--- src/rtl/seg_display_pkg.sv ---
`default_nettype none
// ============================================================================
// Module      : seg_display_pkg
// Description : Shared constants and scheduler state encoding for the display.
// Revision    : 1.0 - initial release
// ============================================================================
package seg_display_pkg;

    localparam int SR_WORD_W  = 16;
    localparam int MAX_DIGITS = 8;
    localparam int SEL_LSB    = 8;
    localparam int DP_BIT     = 7;

    typedef enum logic [1:0] {
        ST_IDLE        = 2'd0,
        ST_LOAD        = 2'd1,
        ST_WAIT_ACCEPT = 2'd2,
        ST_WAIT_DONE   = 2'd3
    } state_t;

endpackage
`default_nettype wire

--- src/rtl/hex_to_7seg.sv ---
`default_nettype none
// ============================================================================
// Module      : hex_to_7seg
// Description : Hex nibble to active-high seven-segment pattern {g,f,e,d,c,b,a}.
// Revision    : 1.0 - initial release
// ============================================================================
module hex_to_7seg (
    input  logic [3:0] i_value,
    output logic [6:0] o_seg
);

    always_comb begin
        o_seg = 7'h00;
        case (i_value)
            4'h0: o_seg = 7'h3F;
            4'h1: o_seg = 7'h06;
            4'h2: o_seg = 7'h5B;
            4'h3: o_seg = 7'h4F;
            4'h4: o_seg = 7'h66;
            4'h5: o_seg = 7'h6D;
            4'h6: o_seg = 7'h7D;
            4'h7: o_seg = 7'h07;
            4'h8: o_seg = 7'h7F;
            4'h9: o_seg = 7'h6F;
            4'hA: o_seg = 7'h77;
            4'hB: o_seg = 7'h7C;
            4'hC: o_seg = 7'h39;
            4'hD: o_seg = 7'h5E;
            4'hE: o_seg = 7'h79;
            4'hF: o_seg = 7'h71;
            default: o_seg = 7'h00;
        endcase
    end

endmodule
`default_nettype wire

--- src/rtl/seg_refresh_scheduler.sv ---
`default_nettype none
// ============================================================================
// Module      : seg_refresh_scheduler
// Description : Multiplexed seven-segment refresh; feeds a 16-bit serializer.
// Revision    : 1.0 - initial release
// ============================================================================
module seg_refresh_scheduler
    import seg_display_pkg::*;
#(
    parameter int NUM_DIGITS  = 4,
    parameter int REFRESH_DIV = 16000
) (
    input  logic                 i_clk,
    input  logic                 i_reset_n,
    input  logic                 i_enable,
    input  logic                 i_wr_valid,
    output logic                 o_wr_ready,
    input  logic [2:0]           i_wr_digit,
    input  logic [3:0]           i_wr_value,
    input  logic                 i_wr_dp,
    output logic [SR_WORD_W-1:0] o_sr_value,
    output logic                 o_sr_start,
    input  logic                 i_sr_busy,
    output logic [2:0]           o_digit_idx,
    output logic                 o_frame_tick,
    output logic                 o_overrun
);

    localparam int                 TIMER_W    = $clog2(REFRESH_DIV);
    localparam logic [TIMER_W-1:0] TIMER_LAST = TIMER_W'(REFRESH_DIV - 1);
    localparam logic [2:0]         IDX_LAST   = 3'(NUM_DIGITS - 1);

    logic [4:0]           r_buf [MAX_DIGITS];
    logic [TIMER_W-1:0]   r_timer;
    logic                 r_pending;
    logic                 r_overrun;
    state_t               r_state;
    logic [2:0]           r_idx;
    logic [SR_WORD_W-1:0] r_sr_value;
    logic                 r_sr_start;
    logic                 r_frame_tick;
    logic                 r_wr_ready;

    logic                 w_tick;
    logic                 w_consume;
    logic                 w_wr_keep;
    logic [4:0]           w_entry;
    logic [6:0]           w_seg;
    logic [SR_WORD_W-1:0] w_word;

    assign w_tick    = (r_timer == TIMER_LAST);
    assign w_consume = (r_state == ST_IDLE) && r_pending;
    assign w_wr_keep = ({1'b0, i_wr_digit} < 4'(NUM_DIGITS));
    assign w_entry   = r_buf[r_idx];

    hex_to_7seg u_decode (
        .i_value (w_entry[3:0]),
        .o_seg   (w_seg)
    );

    always_comb begin
        w_word = '0;
        if (i_enable) begin
            w_word[SEL_LSB +: MAX_DIGITS] = 8'b1 << r_idx;
            w_word[DP_BIT]                = w_entry[4];
            w_word[6:0]                   = w_seg;
        end
    end

    // Out-of-range digits still complete the handshake; they are just dropped.
    always_ff @(posedge i_clk or negedge i_reset_n) begin
        if (!i_reset_n) begin
            for (int i = 0; i < MAX_DIGITS; i++) begin
                r_buf[i] <= 5'd0;
            end
        end else if (i_wr_valid && r_wr_ready && w_wr_keep) begin
            r_buf[i_wr_digit] <= {i_wr_dp, i_wr_value};
        end
    end

    // A tick landing on the consume cycle re-arms pending without an overrun.
    always_ff @(posedge i_clk or negedge i_reset_n) begin
        if (!i_reset_n) begin
            r_timer   <= '0;
            r_pending <= 1'b0;
            r_overrun <= 1'b0;
        end else begin
            r_timer <= w_tick ? '0 : r_timer + TIMER_W'(1);
            if (w_tick) begin
                r_pending <= 1'b1;
                if (r_pending && !w_consume) begin
                    r_overrun <= 1'b1;
                end
            end else if (w_consume) begin
                r_pending <= 1'b0;
            end
        end
    end

    always_ff @(posedge i_clk or negedge i_reset_n) begin
        if (!i_reset_n) begin
            r_state      <= ST_IDLE;
            r_idx        <= 3'd0;
            r_sr_value   <= '0;
            r_sr_start   <= 1'b0;
            r_frame_tick <= 1'b0;
            r_wr_ready   <= 1'b0;
        end else begin
            r_sr_start   <= 1'b0;
            r_frame_tick <= 1'b0;
            r_wr_ready   <= 1'b1;
            case (r_state)
                ST_IDLE: begin
                    if (r_pending) begin
                        r_state    <= ST_LOAD;
                        r_sr_value <= w_word;
                        r_sr_start <= 1'b1;
                        r_wr_ready <= 1'b0;
                    end
                end
                ST_LOAD: begin
                    r_state <= ST_WAIT_ACCEPT;
                end
                ST_WAIT_ACCEPT: begin
                    if (i_sr_busy) begin
                        r_state <= ST_WAIT_DONE;
                    end
                end
                ST_WAIT_DONE: begin
                    if (!i_sr_busy) begin
                        r_state <= ST_IDLE;
                        if (r_idx == IDX_LAST) begin
                            r_idx        <= 3'd0;
                            r_frame_tick <= 1'b1;
                        end else begin
                            r_idx <= r_idx + 3'd1;
                        end
                    end
                end
                default: r_state <= ST_IDLE;
            endcase
        end
    end

    assign o_wr_ready   = r_wr_ready;
    assign o_sr_value   = r_sr_value;
    assign o_sr_start   = r_sr_start;
    assign o_digit_idx  = r_idx;
    assign o_frame_tick = r_frame_tick;
    assign o_overrun    = r_overrun;

endmodule
`default_nettype wire

--- config.mk ---
export PLATFORM = sky130hd
export DESIGN_NAME = seg_refresh_scheduler
export DESIGN_NICKNAME = d
export VERILOG_FILES = /design/src/rtl/seg_display_pkg.sv /design/src/rtl/hex_to_7seg.sv /design/src/rtl/seg_refresh_scheduler.sv
export SDC_FILE = /design/constraint.sdc
export NUM_CORES = 1
export LEC_CHECK = 0
export ABC_AREA = 0
export BUFFER_PORTS_ARGS = -buffer_cell sky130_fd_sc_hd__buf_2
export CAP_MARGIN = 0
export CORE_ASPECT_RATIO = 0.6
export CORE_UTILIZATION = 39
export DETAILED_ROUTE_END_ITERATION = 12
export GPL_ROUTABILITY_DRIVEN = 1
export PLACE_DENSITY_LB_ADDON = 0.12
export SYNTH_ARGS = -nofsm -noshare
export SYNTH_HDL_FRONTEND = slang
export SYNTH_HIERARCHICAL = 1
export SYNTH_SLANG_ARGS = --single-unit
--- constraint.sdc ---
create_clock -name i_clk -period 3.7 [get_ports i_clk]
set_input_delay 0.555 -clock i_clk [delete_from_list [all_inputs] [get_ports i_clk]]
set_output_delay 0.555 -clock i_clk [all_outputs]
set_load 0.1 [all_outputs]
==> results.toml <==
[hold_path]
hold_class = "flop to flop"
hold_path_depth = 0
min_to = "r_buf[7]"
min_from = "r_buf[7]"

[layout]
final_cells = 451
seq_area_um2 = 2000
final_util_pct = 45.7
multi_input_comb_area_um2 = 1530
fill_cells = 848
drive_gt1_share_pct = 30.8
diodes = 0
syn_to_final_growth_pct = 13.4
fin_nets = 345

[pwr]
peakVddDrop_uv = 274
power_density_nw_per_um2 = 655
total_power_uw = 2770
power_leakage_uw = 0.00198

[placed_design]
numPortBuffers = 35
dp_hpwl_um = 4560
dp_cells = 436
dp_slack_ps = 779
globalplace.congestion = 0.777

[setup_path]
timing.critical_path.mode_cell = "inv_1"
critPathTopFamily = "multiplexers"
crit_required_ps = 3880
critPathKind = "flop to flop"
crit_path_max_incr_delay_ps = 700
path_cells = "mux4_2, mux2_2, inv_1, ha_1, inv_1, mux4_1, nand2_1, o21ai_0"
cp-start-kind = "flop"
worstReg2RegStart = "o_digit_idx[0]"
cp.arrival_ps = 3080
r2r-end = "o_sr_value[3]"
cp-end-kind = "flop"
crit_buf_inv = 2
cp_max_fo = 12
reg2reg_slack_ps = 800
cp_slowest_cell = "dfrtp_1"
rr_worst_depth = 8

[floorplan]
core_um2 = 9220
chipWidth_um = 128
die_area_um2 = 9950
start_util_pct = 40.3
rows = 27
dieHeight_um = 77.7
io-pin-count = 36

[sta]
setup_viol = 0
fin_tns_setup_ps = 0
period_minus_slack_ps = 2900
setup_ws_ps = 803
max_freq_ghz = 0.345
maxSlewHeadroom_pct = 32.8
fin_crit_sh_pct = 78.3
worstMarginPinSlew_ps = 1010
hold_violations = 0
slew_viol_final = 0
rsz0062_at_grt = "no"
skew_ps = 4.32

[synth]
yosysMostFrequentCell = "dfrtp_1"
yosysWarnings = 6
ys_types = 44
synth_fp_nets = 328
ys_ff_latch = 80
yosys.area.top_type_share_pct = 53.8
netlist_top_cells_count = "dfrtp_1, mux2_2, clkbuf_1, nand2_1, ha_1"
async_reset_ff_share_pct = 100
ys.flop_type = "dfrtp_1"
ys_seq_area_share_pct = 53.8
synthCells = 300
synth_top_area_cell = "dfrtp_1"
synthTopCellsByArea = "dfrtp_1, mux2_2, mux4_2"
synth_edf_count = 0
avgSynthCellArea_um2 = 12.4
netlist_area_um2 = 3720

[grt]
grt_pass1_wl_um = 11600
globalRouteTotalUtil_pct = 15.8
grt_remaining_overflow = 0
grt_start_max_net_pins = 81
antenna_found_initial = 0
grt_pass1_vias = 2129

[cts]
cts_hold_buf = 0
post_cts_resized = 0
clk_pin_slew_ps = 60
clock_latency_ps = 330
post-cts-setup-buffers = 0
cts.sinks = 80
clock-root-buffer = "clkbuf_16"
cts_buffer_depth = 2
h-tree-depth = 3
cts_tree = "yes"
cts-buffers-inserted = 9

[route]
dr.pass1.iters = 4
drt-total-wl_um = 6770
wl_per_cell_um = 15.0
vias = 2152
viasPerCell = 4.77
drcViolationCount = 0
first_iter_violations = 159
drtAntennaViolNets = 0

[run]
drv_cap = 0

[run_status]
status = "complete, no violations"
cell type report:
class / instances / share of cell area [%]
Clock buffer: 12 / 5.84
Clock inverter: 3 / 1.01
Inverter: 13 / 1.16
Multi-Input combinational cell: 177 / 36.3
Sequential cell: 80 / 47.4
Tap cell: 130 / 3.86
Timing Repair Buffer: 36 / 4.39
worst register-to-register path: stages, from the launching register on:
cell	delay (ps)
dfrtp_1	700
mux4_2	580
mux2_2	330
inv_1	180
ha_1	280
inv_1	50
mux4_1	480
nand2_1	80
o21ai_0	60
cell usage in the layout (no fill, tap or decap), drive strengths merged, types with 2 or more instances in the layout:
master,count
a21o,2
a21oi,2
a22o,8
a22oi,2
and2b,2
and3,3
buf,36
clkbuf,12
dfrtp,80
ha,15
inv,13
mux2,31
mux2i,5
mux4,10
nand2,24
nand2b,2
nand3,9
nand4,2
nor2,14
nor2b,3
nor3,7
nor3b,2
nor4,2
o21ai,13
xnor2,7
xor2,4
kinds of logic (layout without fill, tap and decap cells):
| logic type | after synthesis | count (layout) | synth area share, % |
|---|---|---|---|
| DFF | 80 | 80 | 53.8 |
| adders and majority gates | 15 | 15 | 5.05 |
| buffers and inverters | 43 | 64 | 5.01 |
| muxes | 46 | 46 | 17.0 |
| and+or+nand+nor | 74 | 74 | 10.8 |
| AOI/OAI and AO/OA | 31 | 31 | 5.79 |
| xor gates and xnor gates | 11 | 11 | 2.59 |
stage by stage:
step,area (µm²),hold slack [ps]
floorplan,3720,259
global placement,3930,362
detailed placement,3930,363
CTS,4220,376
global route,4220,381
finish,4220,371
where the power goes:
part	internal, µW	leakage, µW	switching (µW)
registers	947	0.00100	90.2
logic	399	0.000837	459
clock network	536	0.000139	333
per-layer routing:
metal / vias to the layer above / global-route usage, % / wire length, µm
met5: - / 0 / 0
met4: 0 / 6.00 / 59
met3: 5 / 5.31 / 280
met2: 34 / 19.5 / 2570
met1: 1048 / 24.7 / 3860
li1: 1065 / - / -
how the worst max path moves through the flow:
stage,slack (ps),start,cells past startpoint,to
floorplan,340,o_digit_idx[0],9,o_sr_value[3]
global placement,880,o_digit_idx[0],8,o_sr_value[3]
detailed placement,780,o_digit_idx[0],8,o_sr_value[3]
CTS,770,o_digit_idx[0],8,o_sr_value[3]
global route,570,o_digit_idx[0],8,o_sr_value[3]
finish,800,o_digit_idx[0],8,o_sr_value[3]
state kept, by name (all words and copies together) (netlist names):
name          flops
r_buf            40
o_sr_value       16
r_timer          14
o_overrun         1
o_wr_ready        1
o_digit_idx       3
r_state           2
o_sr_start        1
r_pending         1
o_frame_tick      1
(Power assumes the default switching activity.)
